===== src/rtl/fp_arith_unit_if.sv =====
`default_nettype none
// +----------------------------------------------------------------------+
// | Module   : fp_arith_unit_if                                          |
// | Brief    : Start/operand/result bundle for the single-precision core |
// | Revision : 1.0  initial release                                      |
// +----------------------------------------------------------------------+
interface fp_arith_unit_if;
  logic        en;      // start strobe
  logic [1:0]  op;      // 00 add, 01 sub, 10 mul, 11 div
  logic [31:0] in_a;    // operand A
  logic [31:0] in_b;    // operand B
  logic [31:0] result;  // last completed result
  logic        finish;  // one-cycle completion pulse
  logic        busy;    // divide in progress

  modport master (
    output en, op, in_a, in_b,
    input  result, finish, busy
  );

  modport slave (
    input  en, op, in_a, in_b,
    output result, finish, busy
  );
endinterface
`default_nettype wire


===== src/rtl/fp_arith_unit.sv =====
`default_nettype none
// +----------------------------------------------------------------------+
// | Module   : fp_arith_unit                                             |
// | Brief    : IEEE-754 single add/sub/mul (1 cycle) and iterative div   |
// |            with round-to-nearest-even and denormal flush-to-zero.    |
// | Revision : 1.0  initial release                                      |
// +----------------------------------------------------------------------+
module fp_arith_unit #(
  // Quotient register is sized for 26 bits (24 + guard + round), which is
  // what 1 setup bit plus DIV_CYCLES-1 iterations produce at the default.
  parameter int DIV_CYCLES = 26
) (
  input  logic           clk,
  input  logic           rst,
  fp_arith_unit_if.slave bus
);

  localparam int               CNT_W      = $clog2(DIV_CYCLES);
  localparam logic [CNT_W-1:0] c_cnt_load = CNT_W'(DIV_CYCLES - 1);
  localparam logic [31:0]      c_qnan     = 32'h7FC0_0000;
  localparam logic [1:0]       c_op_add   = 2'b00;
  localparam logic [1:0]       c_op_sub   = 2'b01;
  localparam logic [1:0]       c_op_mul   = 2'b10;
  localparam logic [1:0]       c_op_div   = 2'b11;

  typedef enum logic [0:0] {
    ST_IDLE = 1'b0,
    ST_DIV  = 1'b1
  } state_t;

  // ---------------- field helpers ----------------
  function automatic logic f_is_nan(input logic [31:0] x);
    return (x[30:23] == 8'hFF) && (x[22:0] != 23'd0);
  endfunction

  function automatic logic f_is_inf(input logic [31:0] x);
    return (x[30:23] == 8'hFF) && (x[22:0] == 23'd0);
  endfunction

  // Denormals count as zero because they are flushed on input.
  function automatic logic f_is_zero(input logic [31:0] x);
    return (x[30:23] == 8'h00);
  endfunction

  function automatic logic [23:0] f_mant(input logic [31:0] x);
    return (x[30:23] == 8'h00) ? 24'd0 : {1'b1, x[22:0]};
  endfunction

  function automatic logic [4:0] f_lzc(input logic [26:0] v);
    logic [4:0] n;
    logic       found;
    n     = 5'd0;
    found = 1'b0;
    for (int i = 26; i >= 0; i--) begin
      if (!found) begin
        if (v[i]) found = 1'b1;
        else      n = n + 5'd1;
      end
    end
    return n;
  endfunction

  // Round-to-nearest-even on a normalised 24-bit significand, then pack
  // with overflow to infinity and underflow flushed to signed zero.
  function automatic logic [31:0] f_round_pack(input logic sgn, input logic signed [11:0] exp_in,
                                               input logic [23:0] man, input logic g, input logic s);
    logic [24:0]        m25;
    logic signed [11:0] e;
    m25 = {1'b0, man} + {24'd0, g & (s | man[0])};
    e   = exp_in;
    if (m25[24]) begin
      e   = e + 12'sd1;
      m25 = m25 >> 1;
    end
    if (e >= 12'sd255) return {sgn, 8'hFF, 23'd0};
    if (e <= 12'sd0)   return {sgn, 31'd0};
    return {sgn, e[7:0], m25[22:0]};
  endfunction

  function automatic logic [31:0] f_addsub(input logic [31:0] a, input logic [31:0] b,
                                           input logic do_sub);
    logic               sa, sb, sg;
    logic [7:0]         eg, el, d;
    logic [23:0]        mg, ml;
    logic [26:0]        sm, sh, al, bg, diff, norm;
    logic [27:0]        sum;
    logic               sticky;
    logic signed [11:0] e;
    sa = a[31];
    sb = b[31] ^ do_sub;
    if (f_is_nan(a) || f_is_nan(b)) return c_qnan;
    if (f_is_inf(a) && f_is_inf(b)) return (sa == sb) ? {sa, 8'hFF, 23'd0} : c_qnan;
    if (f_is_inf(a)) return {sa, 8'hFF, 23'd0};
    if (f_is_inf(b)) return {sb, 8'hFF, 23'd0};
    if ({a[30:23], f_mant(a)} >= {b[30:23], f_mant(b)}) begin
      sg = sa; eg = a[30:23]; mg = f_mant(a); el = b[30:23]; ml = f_mant(b);
    end else begin
      sg = sb; eg = b[30:23]; mg = f_mant(b); el = a[30:23]; ml = f_mant(a);
    end
    // Align the smaller operand, folding shifted-out bits into sticky.
    d      = eg - el;
    sm     = {ml, 3'b000};
    sh     = sm >> d;
    sticky = ((sh << d) != sm);
    al     = sh | {26'd0, sticky};
    bg     = {mg, 3'b000};
    e      = $signed({4'd0, eg});
    if (sa == sb) begin
      sum = {1'b0, bg} + {1'b0, al};
      if (sum == 28'd0) return {sg, 31'd0};
      if (sum[27]) begin
        norm = sum[27:1] | {26'd0, sum[0]};
        e    = e + 12'sd1;
      end else begin
        norm = sum[26:0];
      end
    end else begin
      diff = bg - al;
      if (diff == 27'd0) return 32'd0;   // exact cancellation is +0
      norm = diff << f_lzc(diff);
      e    = e - $signed({7'd0, f_lzc(diff)});
    end
    return f_round_pack(sg, e, norm[26:3], norm[2], |norm[1:0]);
  endfunction

  function automatic logic [31:0] f_mul(input logic [31:0] a, input logic [31:0] b);
    logic               s;
    logic [47:0]        p;
    logic signed [11:0] e;
    s = a[31] ^ b[31];
    if (f_is_nan(a) || f_is_nan(b)) return c_qnan;
    if ((f_is_inf(a) && f_is_zero(b)) || (f_is_zero(a) && f_is_inf(b))) return c_qnan;
    if (f_is_inf(a) || f_is_inf(b))   return {s, 8'hFF, 23'd0};
    if (f_is_zero(a) || f_is_zero(b)) return {s, 31'd0};
    p = {24'd0, f_mant(a)} * {24'd0, f_mant(b)};
    e = $signed({4'd0, a[30:23]}) + $signed({4'd0, b[30:23]}) - 12'sd127;
    if (p[47]) return f_round_pack(s, e + 12'sd1, p[47:24], p[23], |p[22:0]);
    return f_round_pack(s, e, p[46:23], p[22], |p[21:0]);
  endfunction

  // ---------------- state ----------------
  state_t             state_q,    state_d;
  logic [31:0]        result_q,   result_d;
  logic               finish_q,   finish_d;
  logic [CNT_W-1:0]   cnt_q,      cnt_d;
  logic [25:0]        quo_q,      quo_d;
  logic [23:0]        rem_q,      rem_d;
  logic [23:0]        dvs_q,      dvs_d;
  logic               sign_q,     sign_d;
  logic signed [11:0] exp_q,      exp_d;
  logic               spec_q,     spec_d;
  logic [31:0]        spec_val_q, spec_val_d;

  logic [31:0]        w_fast_res;
  logic [23:0]        w_dv_ma, w_dv_mb, w_dv_rem;
  logic               w_dv_lt, w_dv_sign, w_dv_spec;
  logic [24:0]        w_dv_num;
  logic signed [11:0] w_dv_exp;
  logic [31:0]        w_dv_val;
  logic [24:0]        w_it_r2;
  logic               w_it_ge;
  logic [23:0]        w_it_rem;

  // Single-cycle result for add/sub/mul from the live operands.
  always_comb begin
    w_fast_res = f_mul(bus.in_a, bus.in_b);
    case (bus.op)
      c_op_add: w_fast_res = f_addsub(bus.in_a, bus.in_b, 1'b0);
      c_op_sub: w_fast_res = f_addsub(bus.in_a, bus.in_b, 1'b1);
      default:  w_fast_res = f_mul(bus.in_a, bus.in_b);
    endcase
  end

  // Divide setup: pre-normalise so the quotient lies in [1,2) and its
  // leading 1 is produced at acceptance; also resolve special operands.
  always_comb begin
    w_dv_ma   = f_mant(bus.in_a);
    w_dv_mb   = f_mant(bus.in_b);
    w_dv_sign = bus.in_a[31] ^ bus.in_b[31];
    w_dv_lt   = (w_dv_ma < w_dv_mb);
    w_dv_num  = w_dv_lt ? {w_dv_ma, 1'b0} : {1'b0, w_dv_ma};
    w_dv_rem  = 24'(w_dv_num - {1'b0, w_dv_mb});
    w_dv_exp  = $signed({4'd0, bus.in_a[30:23]}) - $signed({4'd0, bus.in_b[30:23]})
              + 12'sd127 - (w_dv_lt ? 12'sd1 : 12'sd0);
    w_dv_spec = 1'b1;
    w_dv_val  = c_qnan;
    if (f_is_nan(bus.in_a) || f_is_nan(bus.in_b) ||
        (f_is_zero(bus.in_a) && f_is_zero(bus.in_b)) ||
        (f_is_inf(bus.in_a) && f_is_inf(bus.in_b))) begin
      w_dv_val = c_qnan;
    end else if (f_is_inf(bus.in_a) || f_is_zero(bus.in_b)) begin
      w_dv_val = {w_dv_sign, 8'hFF, 23'd0};
    end else if (f_is_inf(bus.in_b) || f_is_zero(bus.in_a)) begin
      w_dv_val = {w_dv_sign, 31'd0};
    end else begin
      w_dv_spec = 1'b0;
    end
  end

  // One restoring-division step: shift remainder, subtract divisor if it fits.
  always_comb begin
    w_it_r2  = {rem_q, 1'b0};
    w_it_ge  = (w_it_r2 >= {1'b0, dvs_q});
    w_it_rem = w_it_ge ? 24'(w_it_r2 - {1'b0, dvs_q}) : w_it_r2[23:0];
  end

  // Next-state: accept in idle, iterate while dividing, publish on the last count.
  always_comb begin
    state_d    = state_q;
    result_d   = result_q;
    finish_d   = 1'b0;
    cnt_d      = cnt_q;
    quo_d      = quo_q;
    rem_d      = rem_q;
    dvs_d      = dvs_q;
    sign_d     = sign_q;
    exp_d      = exp_q;
    spec_d     = spec_q;
    spec_val_d = spec_val_q;
    case (state_q)
      ST_IDLE: begin
        if (bus.en) begin
          if (bus.op == c_op_div) begin
            state_d    = ST_DIV;
            cnt_d      = c_cnt_load;
            quo_d      = 26'd1;
            rem_d      = w_dv_rem;
            dvs_d      = w_dv_mb;
            sign_d     = w_dv_sign;
            exp_d      = w_dv_exp;
            spec_d     = w_dv_spec;
            spec_val_d = w_dv_val;
          end else begin
            result_d = w_fast_res;
            finish_d = 1'b1;
          end
        end
      end
      ST_DIV: begin
        if (cnt_q == '0) begin
          result_d = spec_q ? spec_val_q
                   : f_round_pack(sign_q, exp_q, quo_q[25:2], quo_q[1], quo_q[0] | (|rem_q));
          finish_d = 1'b1;
          state_d  = ST_IDLE;
        end else begin
          quo_d = {quo_q[24:0], w_it_ge};
          rem_d = w_it_rem;
          cnt_d = cnt_q - 1'b1;
        end
      end
      default: state_d = ST_IDLE;
    endcase
  end

  // State register; reset aborts any divide without a finish pulse.
  always_ff @(posedge clk) begin
    if (rst) begin
      state_q    <= ST_IDLE;
      result_q   <= 32'd0;
      finish_q   <= 1'b0;
      cnt_q      <= '0;
      quo_q      <= 26'd0;
      rem_q      <= 24'd0;
      dvs_q      <= 24'd0;
      sign_q     <= 1'b0;
      exp_q      <= 12'sd0;
      spec_q     <= 1'b0;
      spec_val_q <= 32'd0;
    end else begin
      state_q    <= state_d;
      result_q   <= result_d;
      finish_q   <= finish_d;
      cnt_q      <= cnt_d;
      quo_q      <= quo_d;
      rem_q      <= rem_d;
      dvs_q      <= dvs_d;
      sign_q     <= sign_d;
      exp_q      <= exp_d;
      spec_q     <= spec_d;
      spec_val_q <= spec_val_d;
    end
  end

  assign bus.result = result_q;
  assign bus.finish = finish_q;
  assign bus.busy   = (state_q == ST_DIV);

endmodule
`default_nettype wire


===== src/flat_wrapper.sv =====
// flat-port wrapper written by rule: the top's interface ports become plain ports
module fp_arith_unit_flat 
#(
                                                                          
                                                                          
  parameter int DIV_CYCLES = 26
)
  (clk, rst, bus_en, bus_op, bus_in_a, bus_in_b, bus_result, bus_finish, bus_busy);
  fp_arith_unit_if bus_i ();
  input  logic clk;
  input  logic rst;
  input wire logic [$bits(bus_i.en)-1:0] bus_en;
  input wire logic [$bits(bus_i.op)-1:0] bus_op;
  input wire logic [$bits(bus_i.in_a)-1:0] bus_in_a;
  input wire logic [$bits(bus_i.in_b)-1:0] bus_in_b;
  output wire logic [$bits(bus_i.result)-1:0] bus_result;
  output wire logic [$bits(bus_i.finish)-1:0] bus_finish;
  output wire logic [$bits(bus_i.busy)-1:0] bus_busy;
  assign bus_i.en = bus_en;
  assign bus_i.op = bus_op;
  assign bus_i.in_a = bus_in_a;
  assign bus_i.in_b = bus_in_b;
  assign bus_result = bus_i.result;
  assign bus_finish = bus_i.finish;
  assign bus_busy = bus_i.busy;
  fp_arith_unit #(.DIV_CYCLES(DIV_CYCLES)) u_core (.clk(clk), .rst(rst), .bus(bus_i));
endmodule

===== config.mk =====
export PLATFORM = sky130hd
export DESIGN_NAME = fp_arith_unit_flat
export DESIGN_NICKNAME = d
export VERILOG_FILES = /design/src/rtl/fp_arith_unit_if.sv /design/src/rtl/fp_arith_unit.sv /design/src/flat_wrapper.sv
export SDC_FILE = /design/constraint.sdc
export NUM_CORES = 2
export LEC_CHECK = 0
export ABC_CLOCK_PERIOD_IN_PS = 31200
export BUFFER_PORTS_ARGS = -buffer_cell sky130_fd_sc_hd__clkbuf_2
export CAP_MARGIN = 0
export CORE_UTILIZATION = 40
export CTS_BUF_LIST = sky130_fd_sc_hd__clkbuf_4 sky130_fd_sc_hd__clkbuf_8 sky130_fd_sc_hd__clkbuf_16
export DETAILED_ROUTE_END_ITERATION = 10
export PLACE_DENSITY = 0.53
export SYNTH_ARGS = -nofsm -noshare
export SYNTH_HDL_FRONTEND = slang
export SYNTH_SLANG_ARGS = --single-unit

===== constraint.sdc =====
create_clock -name clk -period 31.2 [get_ports clk]
set_clock_uncertainty 0.05 [all_clocks]
set_input_delay 1.56 -clock clk [delete_from_list [all_inputs] [get_ports clk]]
set_output_delay 1.56 -clock clk [all_outputs]
set_load 0.01 [all_outputs]

==> metrics.csv <==
stage;metric;value;unit
sta;final-setup-viol-count;0;
clocking;htree_levels;4;
route;wl;218;mm
route;vias;50862;
clocking;post-cts-setup-buffer-count;0;
clocking;cts_tree;yes;
synth;ys.flop_type;dfxtp_1;
worst_setup_path;crit_fanout;54;
placed_design;place_congestion;1.05;
worst_setup_path;cp_common_cell;ha_1;
synth;ys_seq_area_frac;0.0530;
final_layout;fill_cells;12865;
clocking;cts-hold-fix-buffers;0;
synth;async_reset_ff_frac;0;
global_routing;grt_max_degree;75;
global_routing;met1_usage;0.474;
clocking;clk_latency;460;ps
global_routing;use_met3;0.0625;
worst_setup_path;reg2reg_slack;23720;ps
worst_setup_path;slowest_delay;870;ps
clocking;clk_path_buf_depth;2;
route;drt_iter0_drc;5707;
clocking;postCtsResizedCells;0;
final_layout;area_delta_synth_final;5.45;%
route;vias_per_cell;6.13;
worst_setup_path;cp_top_family;simple AND/OR/NAND/NOR gates;
synth;synthTopCellsByArea;fa_1 (20%), ha_1 (10%), nand2_1 (7.2%);
worst_setup_path;critical_path_required;31520;ps
sta;setup_tns;0;ps
sta;whs;429;ps
global_routing;grt_pass1_vias;48733;
sta;slew_headroom;0.0347;
placed_design;portBuffers;102;
final_layout;finalNetCount;7606;
sta;tightest_slew;1430;ps
final_layout;drive_above_1_share;0.0720;
synth;synth.ff_latch_count;130;
synth;synth_edf_count;0;
clocking;clkTransAtPathRegs;70;ps
clocking;cts.sinks;130;
final_layout;fin_area;51800;sq um
global_routing;grt_pass1_wl;324;mm
global_routing;antenna_found_initial;8;
die;die_h;352;um
flow_run;drv_cap;0;
route;drc;0;
synth;synth_nets;7746;
synth;syn-cell-area;49100;sq um
clocking;root_buffer;clkbuf_16;
worst_setup_path;critPathSlowestCell;o31ai_1;
die;die_w;352;um
worst_setup_path;critPathKind;input port to register;
synth;ys_types;124;
sta;fmax;33.7;MHz
global_routing;track_usage;0.343;
synth;syn_inst;6797;
clocking;cts_made_buffers;17;
die;rows;128;
route;wl_per_cell;26.2;um
worst_setup_path;crit_buf_inv;12;
placed_design;dpl.hpwl;175;mm
worst_setup_path;start_kind;input port;
global_routing;overflow;0;
route;ant_nets;0;
run_status;status;finished clean;
sta;rsz0062_at_grt;false;
synth;synth_top_cell_by_area;fa_1;
synth;synth.avg_cell_area;7.22;sq um
die;core;122000;sq um
route;firstDrtPassIters;6;
min_path;hold_class;register to register;
global_routing;grt-busiest-layer;met2;
synth;yosys_warnings;0;
global_routing;grt_use_met2;0.521;
sta;hold_viol;0;
die;initial_core_util;0.403;
placed_design;placed_cell_area;51200;sq um
worst_setup_path;crit_arrival;29980;ps
synth;synth_top_cell_area_share;0.199;
sta;slew_viol_final;0;
sta;period_share;0.951;
die;die-area;124000;sq um
die;io_pins;103;
sta;fin_crit;29660;ps
worst_setup_path;setup.worst_path.end_class;register;
## final cells by class
| cell class | count | area [sq um] | share of cell area |
|---|---|---|---|
| well taps | 1625 | 2030 | 0.0393 |
| multi-input cells | 5485 | 42000 | 0.812 |
| inverters | 782 | 2940 | 0.0567 |
| clock inverters | 9 | 109 | 0.00210 |
| diodes | 7 | 17.5 | 0.000338 |
| repair buffers | 241 | 1560 | 0.0301 |
| clock buffers | 20 | 460 | 0.00890 |
| flip-flops and latches | 130 | 2600 | 0.0503 |
## flip-flops by register name (all words and copies together), names as in the netlist
signal	flops
u_core.bus.busy	1
u_core.bus.finish	1
u_core.bus.result	32
u_core.cnt_q	5
u_core.dvs_q	24
u_core.exp_q	12
u_core.quo_q	26
u_core.rem_q	24
u_core.sign_q	1
u_core.spec_q	1
u_core.spec_val_q	3
## Yosys cell counts (61+ instances only)
cell,number
nand4_1,70
and2_1,182
inv_1,775
nand2b_1,63
nor2_1,598
mux2i_1,125
xnor2_1,219
and3_1,100
nand3_1,173
dfxtp_1,130
o21ai_0,294
fa_1,489
a211oi_1,64
o21bai_1,61
nand2_1,938
xor2_1,94
nor3_1,176
a21oi_1,409
ha_1,391
o211ai_1,86
clkbuf_1,310
a21o_1,73
or3_1,61
## placed cells by master, fill, tap and decap left out, types with 129 or more instances in the layout
cell	n
a21oi_1	408
and2_1	183
buf_4	140
dfxtp_1	129
fa_1	489
ha_1	388
inv_1	773
nand2_1	937
nand3_1	172
nor2_1	586
nor3_1	175
o21ai_0	293
xnor2_1	219
## cells by family (layout without fill, tap and decap cells)
kind of cell    after synthesis  after routing  synth area share
simple gates               2600           2600             0.251
compound gates             1499           1499             0.203
buf+inv                    1182           1052            0.0936
fa+ha+maj                   882            882             0.300
xor+xnor                    320            320            0.0590
mux                         184            184            0.0411
flops                       130            130            0.0530
other cells                   0              7                 0
## tightest hold or removal path, delay by kind of cell (launching register included)
| kind | cells | cell delay [ps] |
|---|---|---|
| AO/OA/AOI/OAI | 1 | 60 |
| buffers and inverters | 1 | 70 |
| flip-flops | 1 | 300 |
## stage by stage
step / std cells / util / worst slack, ps
after floorplan: 6797 / - / 3980
after global placement: 8263 / 0.420 / 2430
after detailed placement: 8263 / 0.420 / 2060
after CTS: 8292 / 0.425 / 2430
after global routing: 8297 / 0.425 / 69.8
final: 8299 / 0.425 / 1540
## layer usage
metal	share of wire	vias to the layer above	routed length (um)
met5	0	-	0
li1	-	22888	-
met1	0.44	25175	94800
met2	0.43	2383	93200
met4	0.047	0	10200
met3	0.089	416	19500
## final timing paths
kind | startpoint | to | cells after the start
max reg2reg | u_core.dvs_q[1] | u_core.rem_q[2] | 41
min reg2reg | u_core.dvs_q[23] | u_core.dvs_q[23] | 2
min | u_core.dvs_q[23] | u_core.dvs_q[23] | 2
max | bus_in_a[23] | u_core.bus.result[1] | 111
Power is not shown: default switching activity piles up to over one toggle a cycle in this logic, so the estimate is an artifact.
